<file path="src/rtl/sv32_ptw.sv">
// Sv32 page-table walker shared by the ITLB and DTLB miss paths.
// Round-robin arbitration, one- or two-level walk over a single-outstanding read port.
module sv32_ptw #(
  parameter int VADDR_WD = 32,
  parameter int PADDR_WD = 34,
  parameter int PTE_WD   = 32
) (
  input  logic                clk_i,
  input  logic                rst_i,
  input  logic [21:0]         satp_ppn_i,
  input  logic                flush_i,
  input  logic                itlb_req_i,
  input  logic [VADDR_WD-1:0] itlb_vaddr_i,
  output logic                itlb_gnt_o,
  input  logic                dtlb_req_i,
  input  logic [VADDR_WD-1:0] dtlb_vaddr_i,
  output logic                dtlb_gnt_o,
  output logic                mem_req_o,
  output logic [PADDR_WD-1:0] mem_addr_o,
  input  logic                mem_gnt_i,
  input  logic                mem_rvalid_i,
  input  logic [PTE_WD-1:0]   mem_rdata_i,
  input  logic                mem_err_i,
  output logic                resp_valid_o,
  output logic                resp_dst_o,
  output logic [19:0]         resp_vpn_o,
  output logic [PTE_WD-1:0]   resp_pte_o,
  output logic                resp_superpage_o,
  output logic                resp_page_fault_o,
  output logic                resp_access_fault_o
);

  typedef enum logic [2:0] {
    IDLE, L1_REQ, L1_WAIT, L0_REQ, L0_WAIT, RESP, DRAIN
  } state_t;

  state_t              r_state;
  logic                r_rr;
  logic                r_dst;
  logic [19:0]         r_vpn;
  logic                r_mem_req;
  logic [PADDR_WD-1:0] r_mem_addr;
  logic                r_resp_valid;
  logic [PTE_WD-1:0]   r_resp_pte;
  logic                r_resp_sp;
  logic                r_resp_pf;
  logic                r_resp_af;

  logic                w_any_req;
  logic                w_pick_d;
  logic                w_grant;
  logic [VADDR_WD-1:0] w_vaddr;
  logic                w_l1;
  logic                w_v, w_r, w_w, w_x, w_a;
  logic                w_leaf;
  logic                w_invalid;
  logic                w_misaligned;
  logic                w_acc_fault;
  logic                w_pg_fault;
  logic                w_descend;
  logic                w_unused_ok;

  // Both requesting: the one not served last wins; otherwise whoever asks.
  assign w_any_req = itlb_req_i | dtlb_req_i;
  assign w_pick_d  = (itlb_req_i & dtlb_req_i) ? ~r_rr : dtlb_req_i;
  assign w_grant   = (r_state == IDLE) & ~flush_i & w_any_req & ~rst_i;
  assign w_vaddr   = w_pick_d ? dtlb_vaddr_i : itlb_vaddr_i;

  assign itlb_gnt_o = w_grant & ~w_pick_d;
  assign dtlb_gnt_o = w_grant &  w_pick_d;

  // Page offset bits play no part in the walk.
  assign w_unused_ok = ^{itlb_vaddr_i[11:0], dtlb_vaddr_i[11:0]};

  assign w_l1         = (r_state == L1_WAIT);
  assign w_v          = mem_rdata_i[0];
  assign w_r          = mem_rdata_i[1];
  assign w_w          = mem_rdata_i[2];
  assign w_x          = mem_rdata_i[3];
  assign w_a          = mem_rdata_i[6];
  assign w_leaf       = w_r | w_x;
  assign w_invalid    = ~w_v | (~w_r & w_w);
  assign w_misaligned = |mem_rdata_i[19:10];

  // A non-leaf PTE is only legal at level 1; superpage leaves must be aligned.
  assign w_acc_fault = mem_err_i;
  assign w_pg_fault  = ~w_acc_fault &
                       (w_invalid |
                        (w_leaf ? (~w_a | (w_l1 & w_misaligned)) : ~w_l1));
  assign w_descend   = w_l1 & ~w_acc_fault & ~w_invalid & ~w_leaf;

  always_ff @(posedge clk_i or posedge rst_i) begin
    if (rst_i) begin
      r_state      <= IDLE;
      r_rr         <= 1'b1;
      r_dst        <= 1'b0;
      r_vpn        <= '0;
      r_mem_req    <= 1'b0;
      r_mem_addr   <= '0;
      r_resp_valid <= 1'b0;
      r_resp_pte   <= '0;
      r_resp_sp    <= 1'b0;
      r_resp_pf    <= 1'b0;
      r_resp_af    <= 1'b0;
    end else begin
      r_resp_valid <= 1'b0;
      case (r_state)
        IDLE: begin
          if (w_grant) begin
            r_dst      <= w_pick_d;
            r_vpn      <= w_vaddr[31:12];
            r_mem_req  <= 1'b1;
            r_mem_addr <= {satp_ppn_i, w_vaddr[31:22], 2'b00};
            r_state    <= L1_REQ;
          end
        end
        L1_REQ, L0_REQ: begin
          if (mem_gnt_i) begin
            r_mem_req <= 1'b0;
            if (flush_i)
              r_state <= DRAIN;
            else if (r_state == L1_REQ)
              r_state <= L1_WAIT;
            else
              r_state <= L0_WAIT;
          end else if (flush_i) begin
            r_mem_req <= 1'b0;
            r_state   <= IDLE;
          end
        end
        L1_WAIT, L0_WAIT: begin
          if (mem_rvalid_i) begin
            if (flush_i) begin
              r_state <= IDLE;
            end else if (w_descend) begin
              r_mem_req  <= 1'b1;
              r_mem_addr <= {mem_rdata_i[31:10], r_vpn[9:0], 2'b00};
              r_state    <= L0_REQ;
            end else begin
              r_resp_valid <= 1'b1;
              r_resp_pte   <= (w_acc_fault | w_pg_fault) ? '0 : mem_rdata_i;
              r_resp_sp    <= w_l1 & ~w_acc_fault & ~w_pg_fault;
              r_resp_pf    <= w_pg_fault;
              r_resp_af    <= w_acc_fault;
              r_state      <= RESP;
            end
          end else if (flush_i) begin
            r_state <= DRAIN;
          end
        end
        RESP: begin
          if (!flush_i)
            r_rr <= r_dst;
          r_state <= IDLE;
        end
        DRAIN: begin
          if (mem_rvalid_i)
            r_state <= IDLE;
        end
        default: r_state <= IDLE;
      endcase
    end
  end

  assign mem_req_o           = r_mem_req;
  assign mem_addr_o          = r_mem_addr;
  // A flush landing on the response cycle cancels the response.
  assign resp_valid_o        = r_resp_valid & ~flush_i;
  assign resp_dst_o          = r_dst;
  assign resp_vpn_o          = r_vpn;
  assign resp_pte_o          = r_resp_pte;
  assign resp_superpage_o    = r_resp_sp;
  assign resp_page_fault_o   = r_resp_pf;
  assign resp_access_fault_o = r_resp_af;

endmodule

</file>
<file path="config.mk">
export PLATFORM = sky130hd
export DESIGN_NAME = sv32_ptw
export DESIGN_NICKNAME = d
export VERILOG_FILES = /design/src/rtl/sv32_ptw.sv
export SDC_FILE = /design/constraint.sdc
export NUM_CORES = 1
export LEC_CHECK = 0
export ABC_AREA = 1
export BUFFER_PORTS_ARGS = -buffer_cell sky130_fd_sc_hd__buf_2
export CAP_MARGIN = 20
export CORE_UTILIZATION = 50
export DETAILED_ROUTE_END_ITERATION = 8
export GPL_TIMING_DRIVEN = 0
export HOLD_SLACK_MARGIN = 0.1
export PLACE_DENSITY = 0.86
export RECOVER_POWER = 100
export SYNTH_ARGS = -nofsm -noshare
export SYNTH_HDL_FRONTEND = slang
export SYNTH_SLANG_ARGS = --single-unit
</file>
<file path="constraint.sdc">
create_clock -name clk_i -period 3.7 [get_ports clk_i]
set_input_delay 0 -clock clk_i [delete_from_list [all_inputs] [get_ports clk_i]]
set_output_delay 0 -clock clk_i [all_outputs]
set_load 0.01 [all_outputs]
</file>
# Word level (Yosys, flattened, before mapping)
# Index checks and enable logic that the tools add are counted.
# totals
register_bits,96
output_inout_bits,94
mem_bits_rw,0
wordCells,100
n_memories,0
mem_bits_ro,0
latchBits,0
# classes
magnitude_cmp,0
n_reduce_logical,12
n_bitwise,33
eq_ne,13
addsub,0
n_div,0
n_shift,0
multipliers,0
mux,31
# ops
cell,count
two-way mux 34 bit,4
one-hot mux 34 bit (2 select lines),1
two-way mux 32 bit,2
two-way mux 3 bit,10
bitwise AND 1 bit,14
NOT 1 bit,13
two-way mux 1 bit,12
one-hot mux 3 bit (4 select lines),1
!= test 2 bit (second input constant),5
OR reduction 10 bit,1
equality test 3 bit (second input constant),3
AND reduction 4 bit,2
equality test 3 x 2 -> 1 bit (second input constant),2
!= test 3 bit (second input constant),2
bitwise OR 1 bit,6
AND reduction 6 bit,1
AND reduction 5 bit,1
AND reduction 2 bit,2
OR reduction 2 bit,2
equality test 3 x 1 -> 1 bit (second input constant),1
zero test 3 bit,1
one-hot mux 1 bit (3 select lines),1
nonzero test 3 bit,1
nonzero test 2 bit,1

# Longest topological paths before layout
# Gate-level depths: netlist of the first run.
# logic_depth
depth_word,10
ltp_mapped,11
mapped_depth_nobuf,10

# Least setup slack after synthesis of the first run
# No wires, ideal clock.
# synth_timing
path_kind,reg2reg
from,register r_state[0]
to,"register r_resp_pte[10], in the netlist resp_pte_o[10]"
stages_incl_launch_ff,9
path_slack_ns,2.245
setup_ns,0.065
required_time_ns,3.635
t_arrival_ns,1.390
path_cell_list,dfrtp_1 -> o21ai_1 -> nand2_2 -> inv_2 -> nand3_4 -> nor2_4 -> buf_4 -> nand3_1 -> nand2_1
# synth_between
elab_chain_cells,8
# synth_rtl
element,line,rtl
start: declaration,37,state_t r_state;
start signal: assignment,94,r_state <= IDLE;
start signal: assignment,114,r_state <= L1_REQ;
start signal: assignment,121,r_state <= DRAIN;
equality test 3 x 2 -> 1 bit,"75, 107",
bitwise AND 1 bit,89,(w_leaf ? (~w_a | (w_l1 & w_misaligned)) : ~w_l1));
bitwise OR 1 bit,89,
two-way mux 1 bit,89,
bitwise OR 1 bit,88,(w_invalid |
bitwise AND 1 bit,87,assign w_pg_fault = ~w_acc_fault &
bitwise OR 1 bit,141,r_resp_pte <= (w_acc_fault | w_pg_fault) ? '0 : mem_rdata_i;
two-way mux 32 bit,141,
end signal: assignment,141,
end: declaration,44,logic [PTE_WD-1:0] r_resp_pte;
# Several ways; a longest one is shown, not always the timed one.
# A chain may end at the register's enable or synchronous reset.

# Final worst setup path of the first run
# layout_timing
from,register r_state[2]
to,"register r_vpn[13], in the netlist resp_vpn_o[13]"
# layout_between
elab_chain_cells,5
# layout_rtl
element,line,rtl
zero test 3 bit (*),"66, 107",
bitwise AND 1 bit (3 in a row),66,assign w_grant = (r_state == IDLE) & ~flush_i & w_any_req & ~rst_i;
AND reduction 2 bit (no source line) (*),-,
end signal: assignment,111,r_vpn <= w_vaddr[31:12];
end: declaration,40,logic [19:0] r_vpn;
# Mark *: on every way between the ends. The rest lies on a longest branch, timed or not.

==> results.sh, run 1 <==
export IMPL_crit_family="buffers and inverters"
export IMPL_drive_gt1_frac=0.148
export IMPL_cts_made_buffers=9
export IMPL_setup_ws_ns=0.822
export IMPL_area_sequential_sq_um=2350
export IMPL_grt_start_max_net_pins=50
export IMPL_drt_wirelength_per_cell_microns=16.6
export IMPL_post_layout_nonfiller_instances=1005
export IMPL_critPathBufInv=4
export IMPL_grt_pass1_wl_microns=25600
export IMPL_worstPathArrival_ns=3.12
export IMPL_routed_wl_microns=16700
export IMPL_initial_cell_density_of_the_core=0.513
export IMPL_synth_enable_flop_cells=0
export IMPL_post_route_cell_area_sq_um=6700
export IMPL_clk_transition_reported_paths_ns=0.09
export IMPL_placement_setup_worst_slack_ns=1.86
export IMPL_dp_final_hpwl_microns=10100
export IMPL_average_cell_area_after_synthesis_sq_um=7.71
export IMPL_ys_async_sr_fraction=1.00
export IMPL_cts_max_path_buffers=2
export IMPL_dieHeight_microns=96.3
export IMPL_synth_top_family_by_area="simple AND/OR/NAND/NOR gates"
export IMPL_multiInputGateArea_sq_um=1810
export IMPL_netlist_top_cells_area="sky130_fd_sc_hd__dfrtp_1 (52%), sky130_fd_sc_hd__nand2_1 (22%), sky130_fd_sc_hd__nand3_1 (7.9%)"
export IMPL_final_period_minus_worst_setup_slack_ns=2.88
export IMPL_fin_tns_setup_ns=0
export IMPL_number_of_antenna_violations_at_the_first_check_in_global_routing=0
export IMPL_slowest_cell_delay_on_critical_path_ns=0.62
export IMPL_htree_levels=3
export IMPL_synth_simple_gate_area_share=0.343
export IMPL_yosys_cell_count_top_type="sky130_fd_sc_hd__nand2_1"
export IMPL_clkLatencyLatePin_ns=0.36
export IMPL_total_i_o_pin_count=220
export IMPL_synth_top_cell_area_share=0.523
export IMPL_crit_path_top_delay_cell="sky130_fd_sc_hd__dlygate4sd3_1"
export IMPL_clock_root_buffer="sky130_fd_sc_hd__clkbuf_8"
export IMPL_first_pass_iters=5
export IMPL_critical_path_stages=7
export IMPL_min_period_over_period=0.778
export IMPL_critPathCaptureType="register"
export IMPL_nFillCells=636
export IMPL_nNetsFinal=1017
export IMPL_synth_cell_type_count=27
export IMPL_power_leakage_nw=3.49
export IMPL_place_detailed_instances=880
export IMPL_power_density_over_the_cells_nw_per_um2=693
export IMPL_cpMostUsedCell="sky130_fd_sc_hd__clkbuf_1"
export IMPL_met2_length_microns=8100
export IMPL_relSlewSlack=-0.398
export IMPL_grt_setup_unrepaired="no"
export IMPL_clock_sink_count=94
export IMPL_final_core_utilization=0.771
export IMPL_hold_path_cell_count=6
export IMPL_synthXorXnorAreaFrac=0
export IMPL_topRoutingLayerUsed="met4"
export IMPL_drcViolationCount=0
export IMPL_iteration_0_drc_markers=301
export IMPL_synth_adder_area_share=0
export IMPL_synth_top_cells_by_count="sky130_fd_sc_hd__nand2_1 (264), sky130_fd_sc_hd__dfrtp_1 (93), sky130_fd_sc_hd__nand3_1 (70), sky130_fd_sc_hd__nor2_1 (26), sky130_fd_sc_hd__inv_1 (24)"
export IMPL_place_port_buffers=193
export IMPL_ys_seq_area_frac=0.529
export IMPL_core_rowCount=34
export IMPL_crit_path_max_fanout=10
export IMPL_critical_path_cell_chain="inv_1 > nand3_1 > nor2_1 > clkbuf_1 > clkbuf_1 > a31oi_1 > dlygate4sd3_1"
export IMPL_via_count=5534
export IMPL_gr_usage_all_layers=0.367
export IMPL_violations_in_the_final_reports="capacitance limit, slew limit"
export IMPL_synth_seq_cells=94
export IMPL_max_cap_viol_count=1
export IMPL_netlist_top_cell_by_area="sky130_fd_sc_hd__dfrtp_1"
export IMPL_post_synth_inst_count=577
export IMPL_finalWeightedCongestion=0.883
export IMPL_timing_hold_worst_class="in2reg"
export IMPL_slew_violations=46
export IMPL_run_status="finished, violations left"
export IMPL_cp_required_ns=3.94
export IMPL_via_per_inst=5.51
export IMPL_setup_viol=0
export IMPL_vdd_ir_drop_max_uv=455
export IMPL_grt_overflow_total=0
export IMPL_worst_pin_slew_ns=2.09
export IMPL_rr_worst_depth=7
export IMPL_die_area_sq_um=9280
export IMPL_synthMuxAreaShare=0
export IMPL_synth_warnings=0
export IMPL_die_w_microns=96.3
export IMPL_core_box_area_sq_um=8680
export IMPL_synth_compound_area_share=0.0675
export IMPL_timing_worst_setup_path_type="reg2reg"
export IMPL_detail_route_wirelength_met1_microns=6130
export IMPL_cts_tree="built"
export IMPL_post_dp_cell_area_sq_um=5590
export IMPL_syn_to_final_growth_pct=50.4
export IMPL_setup_skew_after_layout_ns=0.00911
export IMPL_dominantRegCellSynth="sky130_fd_sc_hd__dfrtp_1"
export IMPL_start_kind="register"
export IMPL_cts_repair_resized=0
export IMPL_detail_route_antenna_nets=0
export IMPL_first_global_vias=5481
export IMPL_achievable_frequency_mhz=347
export IMPL_mappedNetlistArea_sq_um=4450
export IMPL_routed_wl_met3_microns=1760
export IMPL_hold_viol=0
==> area by class of cell <==
cell class | instances | area share
clock buffer | 11 | 0.0196
inverter | 27 | 0.0153
multi-input combinational | 425 | 0.270
buffer | 32 | 0.0215
clock inverter | 5 | 0.00878
tap | 108 | 0.0202
timing repair buffer | 302 | 0.293
sequential | 94 | 0.352
antenna | 1 | 0.000374
==> power breakdown <==
group,leakage [nW],switching [mW],total [mW],internal [mW]
logic,2.20,1.46,2.30,0.839
clock network,0.0899,0.357,0.671,0.315
registers,1.21,0.267,1.67,1.40
total,3.49,2.08,4.64,2.56
==> routing by layer <==
layer | up-vias | track usage
met2 | 407 | 0.615
met1 | 2570 | 0.426
met4 | 0 | 0.207
met5 | - | 0
met3 | 84 | 0.0964
li1 | 2473 | -
==> worst paths after layout <==
| kind | startpoint | to | slack, ns |
|---|---|---|---|
| setup / recovery | r_state[2] | resp_vpn_o[13] | 0.82 |
| hold / removal | itlb_req_i | resp_dst_o | 0.15 |
| setup reg to reg | r_state[2] | resp_vpn_o[13] | 0.82 |
| hold reg to reg | resp_pte_o[6] | resp_pte_o[6] | 0.49 |
| max in group asynchronous | rst_i | r_rr | 1.98 |
| min in group asynchronous | rst_i | resp_vpn_o[19] | 0.76 |
==> per-stage QoR <==
| stage | hold slack (ns) | power (mW) |
|---|---|---|
| final | 0.146 | 4.64 |
| after global routing | 0.173 | 4.96 |
| after CTS | 0.106 | 4.62 |
| after detailed placement | 0.126 | 3.72 |
| after global placement | 0.214 | 3.64 |
| after floorplan | 0.0475 | 2.91 |
==> what timing repair did <==
action                                 in CTS  in global routing
hold buffers                              108                  0
endpoints found under the hold margin     134                  0
setup buffers                               0                  0
==> cells by family (layout without fill, tap and decap cells) <==
logic type / Yosys count / in the layout
other: 1 / 3
and+or+nand+nor: 371 / 371
AOI/OAI and AO/OA: 52 / 52
DFF: 94 / 94
buffers and inverters: 59 / 377
==> state kept, by name, summed over array words and instances, names as in the netlist, 3 cells and up <==
signal / flops
mem_addr_o: 32
r_state: 3
resp_vpn_o: 20
resp_pte_o: 32
==> worst register-to-register path, stage by stage, from the launching register on <==
cell and delay [ns]:
sky130_fd_sc_hd__dfrtp_1 0.44, sky130_fd_sc_hd__inv_1 0.15, sky130_fd_sc_hd__nand3_1 0.17, sky130_fd_sc_hd__nor2_1 0.28, sky130_fd_sc_hd__clkbuf_1 0.45, sky130_fd_sc_hd__clkbuf_1 0.47, sky130_fd_sc_hd__a31oi_1 0.19, sky130_fd_sc_hd__dlygate4sd3_1 0.62
==> placed cells by master (no fill, tap or decap), types with 2 or more instances in the layout <==
cell type,n
sky130_fd_sc_hd__dlygate4sd3_1,108
sky130_fd_sc_hd__inv_1,25
sky130_fd_sc_hd__a31oi_1,10
sky130_fd_sc_hd__clkinvlp_4,2
sky130_fd_sc_hd__buf_1,3
sky130_fd_sc_hd__conb_1,2
sky130_fd_sc_hd__o21ai_0,28
sky130_fd_sc_hd__buf_2,109
sky130_fd_sc_hd__nand3_1,72
sky130_fd_sc_hd__o21ai_1,3
sky130_fd_sc_hd__nor2_1,27
sky130_fd_sc_hd__dfrtp_1,93
sky130_fd_sc_hd__nand4_1,3
sky130_fd_sc_hd__o211ai_1,8
sky130_fd_sc_hd__buf_4,4
sky130_fd_sc_hd__nand2_1,265
sky130_fd_sc_hd__clkbuf_1,111
sky130_fd_sc_hd__clkbuf_8,9
Power figures use the tool's default switching activity.
==> run 2, diff against run 1 <==
- CORE_UTILIZATION: 50 -> 46
- PLACE_DENSITY: 0.86 -> 0.8
- clock period: 3.7 -> 2.81 ns (I/O delays scaled with it)
==> run 2 against run 1 <==
Net effect:
- the run still ends with capacitance limit, slew limit left
- utilization decreased by 5.1 points
- first-iteration DRC count increased by 4.0%
- register-to-register slack got worse by 0.47 ns
- total power increased by 32%
- die area increased by 8.5%
- sequential share of layout area decreased by 0.11 points
- non-clock buffer count decreased by 3
- global-route usage decreased by 3.0 points
- flip-flop and latch count unchanged
- maximum frequency increased by 17%
- largest power group unchanged
- highest routed layer unchanged
==> results.sh, run 2 (synthesis gave the netlist of run 1 again) <==
export IMPL_finalWeightedCongestion=0.861
export IMPL_achievable_frequency_mhz=407
export IMPL_final_core_utilization=0.720
export IMPL_crit_start="r_state[2]"
export IMPL_syn_to_final_growth_pct=50.9
export IMPL_crit_path_top_delay_cell="sky130_fd_sc_hd__dlygate4sd3_1"
export IMPL_crit_end="resp_vpn_o[1]"
export IMPL_iteration_0_drc_markers=313
export IMPL_most_frequent_cells_in_the_layout="sky130_fd_sc_hd__nand2_1 (265), sky130_fd_sc_hd__buf_2 (114), sky130_fd_sc_hd__clkbuf_1 (105), sky130_fd_sc_hd__dlygate4sd3_1 (105), sky130_fd_sc_hd__dfrtp_1 (93)"
export IMPL_worstPathArrival_ns=2.75
export IMPL_crit_path_max_fanout=10
export IMPL_post_layout_nonfiller_instances=1022
export IMPL_critical_path_cell_chain="inv_1 > nand3_1 > nor2_1 > inv_1 > nor2_1 > buf_2 > nand2_1 > nand3_1 > dlygate4sd3_1"
export IMPL_grt_start_max_net_pins=52
export IMPL_fin_worst_hold_slack_ns=0.140
export IMPL_setup_ws_ns=0.350
export IMPL_clk_transition_reported_paths_ns=0.10
export IMPL_total_i_o_pin_count=220
export IMPL_critPathBufInv=4
export IMPL_initial_cell_density_of_the_core=0.477
export IMPL_nFillCells=760
export IMPL_run_status="finished, violations left"
export IMPL_max_cap_viol_count=1
export IMPL_htree_levels=3
export IMPL_first_pass_iters=5
export IMPL_reg2reg_slack_ns=0.35
export IMPL_timing_worst_setup_path_type="reg2reg"
export IMPL_crit_family="buffers and inverters"
export IMPL_setup_viol=0
export IMPL_clock_sink_count=94
export IMPL_worst_pin_slew_ns=1.89
export IMPL_relSlewSlack=-0.268
export IMPL_grt_setup_unrepaired="no"
export IMPL_vdd_ir_drop_max_uv=557
export IMPL_critical_path_stages=9
export IMPL_cp_required_ns=3.10
export IMPL_dieHeight_microns=100
export IMPL_clock_root_buffer="sky130_fd_sc_hd__clkbuf_8"
export IMPL_routed_wl_microns=16700
export IMPL_post_layout_total_power_mw=6.14
export IMPL_cts_setup_buffers=0
export IMPL_placement_setup_worst_slack_ns=0.980
export IMPL_post_route_cell_area_sq_um=6720
export IMPL_core_rowCount=35
export IMPL_die_area_sq_um=10100
export IMPL_fin_tns_setup_ns=0
export IMPL_die_w_microns=100
export IMPL_number_of_antenna_violations_at_the_first_check_in_global_routing=0
export IMPL_final_period_minus_worst_setup_slack_ns=2.46
export IMPL_cts_tree="built"
export IMPL_min_period_over_period=0.875
export IMPL_cts_max_path_buffers=2
export IMPL_drcViolationCount=0
export IMPL_timing_hold_worst_class="in2reg"
export IMPL_start_kind="register"
export IMPL_grt_pass1_wl_microns=26100
export IMPL_slew_violations=45
export IMPL_core_box_area_sq_um=9330
export IMPL_crit_reg2reg_capture="resp_vpn_o[1]"
export IMPL_critPathCaptureType="register"
export IMPL_post_dp_cell_area_sq_um=5610
export IMPL_nNetsFinal=1014
export IMPL_place_port_buffers=193
export IMPL_dp_final_hpwl_microns=10100
export IMPL_n_antenna_cell=0
export IMPL_first_global_vias=5494
export IMPL_slowest_cell_delay_on_critical_path_ns=0.56
export IMPL_detail_route_antenna_nets=0
export IMPL_drt_wirelength_per_cell_microns=16.4
export IMPL_setup_skew_after_layout_ns=0.0170
export IMPL_clkLatencyLatePin_ns=0.36
export IMPL_grt_overflow_total=0
export IMPL_most_common_library_cell_in_the_layout_ignoring_fill_and_taps="sky130_fd_sc_hd__nand2_1"
export IMPL_via_per_inst=5.30
export IMPL_power_leakage_nw=3.51
export IMPL_gr_usage_all_layers=0.337
export IMPL_regToRegStartpoint="r_state[2]"
export IMPL_hold_viol=0
export IMPL_via_count=5415
export IMPL_power_density_over_the_cells_nw_per_um2=914
export IMPL_violations_in_the_final_reports="capacitance limit, slew limit"
export IMPL_rr_worst_depth=9
export IMPL_cts_made_buffers=9
export IMPL_place_detailed_instances=901
export IMPL_drive_gt1_frac=0.158
[run 2: how the worst min path moves through the flow]
stage	start	end	slack (ns)	cells after the start
after global placement	itlb_vaddr_i[14]	resp_vpn_o[2]	0.20	3
after global routing	itlb_req_i	resp_dst_o	0.18	6
after detailed placement	rst_i	resp_dst_o	0.11	2
after CTS	dtlb_vaddr_i[28]	mem_addr_o[8]	0.11	5
after floorplan	flush_i	resp_valid_o	0.05	1
final	itlb_req_i	resp_dst_o	0.14	6
[run 2: layout make-up]
cell class	count	area [sq um]	share of cell area
timing repair buffer	299	1910	0.284
buffer	32	148	0.0220
clock inverter	5	65.1	0.00969
sequential	94	2350	0.350
inverter	27	103	0.0153
tap	129	161	0.0240
multi-input combinational	425	1820	0.272
clock buffer	11	151	0.0225
[run 2: what timing repair did]
action | CTS | global route
hold buffers | 105 | 0
gates resized for setup | 0 | 0
endpoints found under the hold margin | 131 | 0
[run 2: report_power, final]
part / switching [mW] / internal, mW / total (mW) / leakage (nW)
registers: 0.330 / 1.85 / 2.18 / 1.21
logic: 1.89 / 1.10 / 2.99 / 2.20
clock network: 0.499 / 0.469 / 0.967 / 0.110
total: 2.72 / 3.41 / 6.14 / 3.51
[run 2: metal layers]
layer | wire (microns) | track usage | vias up
met5 | 0 | 0 | -
met4 | 727 | 0.201 | 0
met3 | 1360 | 0.0627 | 72
met2 | 8280 | 0.580 | 352
met1 | 6360 | 0.391 | 2527
li1 | - | - | 2464
[run 2: worst min-delay path, stage by stage]
cell and delay [ns]:
sky130_fd_sc_hd__buf_2 0.09, sky130_fd_sc_hd__nand2_1 0.05, sky130_fd_sc_hd__nand2_1 0.07, sky130_fd_sc_hd__inv_1 0.07, sky130_fd_sc_hd__nand2_1 0.09, sky130_fd_sc_hd__o21ai_0 0.08
==> run 3, diff against run 2 <==
- CORE_UTILIZATION: 46 -> 42
- PLACE_DENSITY: 0.8 -> 0.77
- clock period: 2.81 -> 2 ns (I/O delays scaled with it)
==> run 3 against run 2 <==
Net effect:
- the run now ends clean
- die area grew 9.3%
- register-to-register slack lost 0.22 ns
- final area shrank 1.0%
- sequential power grew 40%
- worst hold slack gained 0.087 ns
- clock power grew 11%
- sequential share of layout area grew 0.36 points
- utilization shrank 7.3 points
- count of clock-buffer cells in the layout shrank 1
==> results.sh, run 3 (synthesis gave the netlist of run 1 again) <==
export IMPL_run_status="finished clean"
export IMPL_setup_ws_ns=0.101
export IMPL_power_density_over_the_cells_nw_per_um2=1210
export IMPL_setup_skew_after_layout_ns=0.0119
export IMPL_placement_setup_worst_slack_ns=0.151
export IMPL_post_layout_total_power_mw=8.06
export IMPL_fin_tns_setup_ns=0
export IMPL_timing_hold_worst_class="in2reg"
export IMPL_cts_setup_buffers=0
export IMPL_clock_sink_count=94
export IMPL_routed_wl_microns=16300
export IMPL_most_common_library_cell_in_the_layout_ignoring_fill_and_taps="sky130_fd_sc_hd__nand2_1"
export IMPL_drt_wirelength_per_cell_microns=15.9
export IMPL_clk_transition_reported_paths_ns=0.08
export IMPL_most_frequent_cells_in_the_layout="sky130_fd_sc_hd__nand2_1 (264), sky130_fd_sc_hd__buf_2 (110), sky130_fd_sc_hd__clkbuf_1 (102), sky130_fd_sc_hd__dlygate4sd3_1 (99), sky130_fd_sc_hd__dfrtp_1 (93)"
export IMPL_cp_required_ns=2.29
export IMPL_multiInputGateArea_sq_um=1850
export IMPL_nNetsFinal=1009
export IMPL_slew_violations=0
export IMPL_max_cap_viol_count=0
export IMPL_core_rowCount=37
export IMPL_place_port_buffers=193
export IMPL_post_route_cell_area_sq_um=6650
export IMPL_final_period_minus_worst_setup_slack_ns=1.90
export IMPL_final_core_utilization=0.647
export IMPL_area_sequential_sq_um=2350
export IMPL_start_kind="input pin"
export IMPL_worstPathArrival_ns=2.19
export IMPL_first_pass_iters=5
export IMPL_first_global_vias=5383
export IMPL_power_leakage_nw=3.47
export IMPL_min_period_over_period=0.949
export IMPL_htree_levels=3
export IMPL_timing_worst_setup_path_type="in2reg"
export IMPL_grt_overflow_total=0
export IMPL_cts_tree="built"
export IMPL_n_antenna_cell=0
export IMPL_iteration_0_drc_markers=381
export IMPL_drive_gt1_frac=0.170
export IMPL_via_per_inst=5.23
export IMPL_nFillCells=911
export IMPL_vdd_ir_drop_max_uv=632
export IMPL_number_of_antenna_violations_at_the_first_check_in_global_routing=0
export IMPL_hold_viol=0
export IMPL_grt_start_max_net_pins=44
export IMPL_grt_setup_unrepaired="no"
export IMPL_post_dp_cell_area_sq_um=5630
export IMPL_cts_made_buffers=9
export IMPL_total_i_o_pin_count=220
export IMPL_clock_root_buffer="sky130_fd_sc_hd__clkbuf_8"
export IMPL_grt_pass1_wl_microns=25800
export IMPL_crit_path_max_fanout=10
export IMPL_detail_route_antenna_nets=0
export IMPL_achievable_frequency_mhz=527
export IMPL_dp_final_hpwl_microns=10500
export IMPL_initial_cell_density_of_the_core=0.433
export IMPL_drcViolationCount=0
export IMPL_setup_viol=0
export IMPL_syn_to_final_growth_pct=49.4
export IMPL_core_box_area_sq_um=10300
export IMPL_die_area_sq_um=11000
export IMPL_clkLatencyLatePin_ns=0.36
export IMPL_worst_pin_slew_ns=1.04
export IMPL_cts_max_path_buffers=2
export IMPL_dieHeight_microns=105
export IMPL_critPathCaptureType="register"
export IMPL_via_count=5341
export IMPL_die_w_microns=105
export IMPL_finalWeightedCongestion=0.941
export IMPL_relSlewSlack=0.304
export IMPL_gr_usage_all_layers=0.300
==> run 3: cell count changes in the layout (fill, tap and decap cells not counted), sizes merged <==
cell,previous run,this run
inv,27,26
bufinv,1,0
dlygate4sd3,105,99
clkinvlp,1,2
==> run 3: area by class of cell <==
class                           count  share of cell area
Buffer                             32              0.0252
Clock buffer                       10              0.0192
Clock inverter                      4             0.00395
Inverter                           27              0.0158
Multi-Input combinational cell    425               0.278
Sequential cell                    94               0.354
Tap cell                          136              0.0256
Timing Repair Buffer              294               0.279
==> run 3: final timing paths <==
kind	cells after the start	to	from	slack, ns
worst max-delay path	9	resp_pte_o[1]	mem_rdata_i[1]	0.10
worst min-delay path	7	r_state[1]	mem_rdata_i[0]	0.23
worst max register to register	8	resp_pte_o[1]	r_state[2]	0.13
worst min register to register	2	resp_pte_o[29]	resp_pte_o[29]	0.49
max in group asynchronous	4	mem_addr_o[27]	rst_i	0.41
min in group asynchronous	3	resp_vpn_o[8]	rst_i	0.24
==> run 3: report_power, final <==
part	total (mW)	internal [mW]	switching (mW)	leakage (nW)
Clock	1.07	0.437	0.632	0.0780
Combinational	3.92	1.34	2.58	2.19
Sequential	3.06	2.60	0.468	1.21
Total	8.06	4.37	3.68	3.47
==> run 3: what timing repair did <==
| action | CTS | global route |
|---|---|---|
| resized for setup | 1 | 5 |
| hold endpoints to repair | 182 | 0 |
| hold buffers | 99 | 0 |
| setup endpoints to repair | 1 | 16 |
==> run 3: critical path: stages <==
cell	delay, ns
sky130_fd_sc_hd__dlygate4sd3_1	0.56
sky130_fd_sc_hd__clkbuf_1	0.13
sky130_fd_sc_hd__or2_1	0.25
sky130_fd_sc_hd__nor2_1	0.22
sky130_fd_sc_hd__nand2_1	0.08
sky130_fd_sc_hd__nand2_1	0.22
sky130_fd_sc_hd__clkbuf_1	0.47
sky130_fd_sc_hd__nand3_1	0.16
sky130_fd_sc_hd__nand2_1	0.09
==> run 3: per-layer routing <==
layer | wire length, microns | track usage | share of wire | up-vias
met5 | 0 | 0 | 0 | -
met4 | 445 | 0.137 | 0.027 | 0
met3 | 1600 | 0.0593 | 0.098 | 50
met2 | 8160 | 0.528 | 0.50 | 370
met1 | 6080 | 0.353 | 0.37 | 2478
li1 | - | - | - | 2443
==> run 3: stage by stage <==
stage | cells | hold slack (ns)
global route | 1022 | 0.244
detailed placement | 909 | -0.00278
global placement | 907 | 0.219
CTS | 1022 | 0.152
finish | 1022 | 0.226
floorplan | 578 | 0.0475
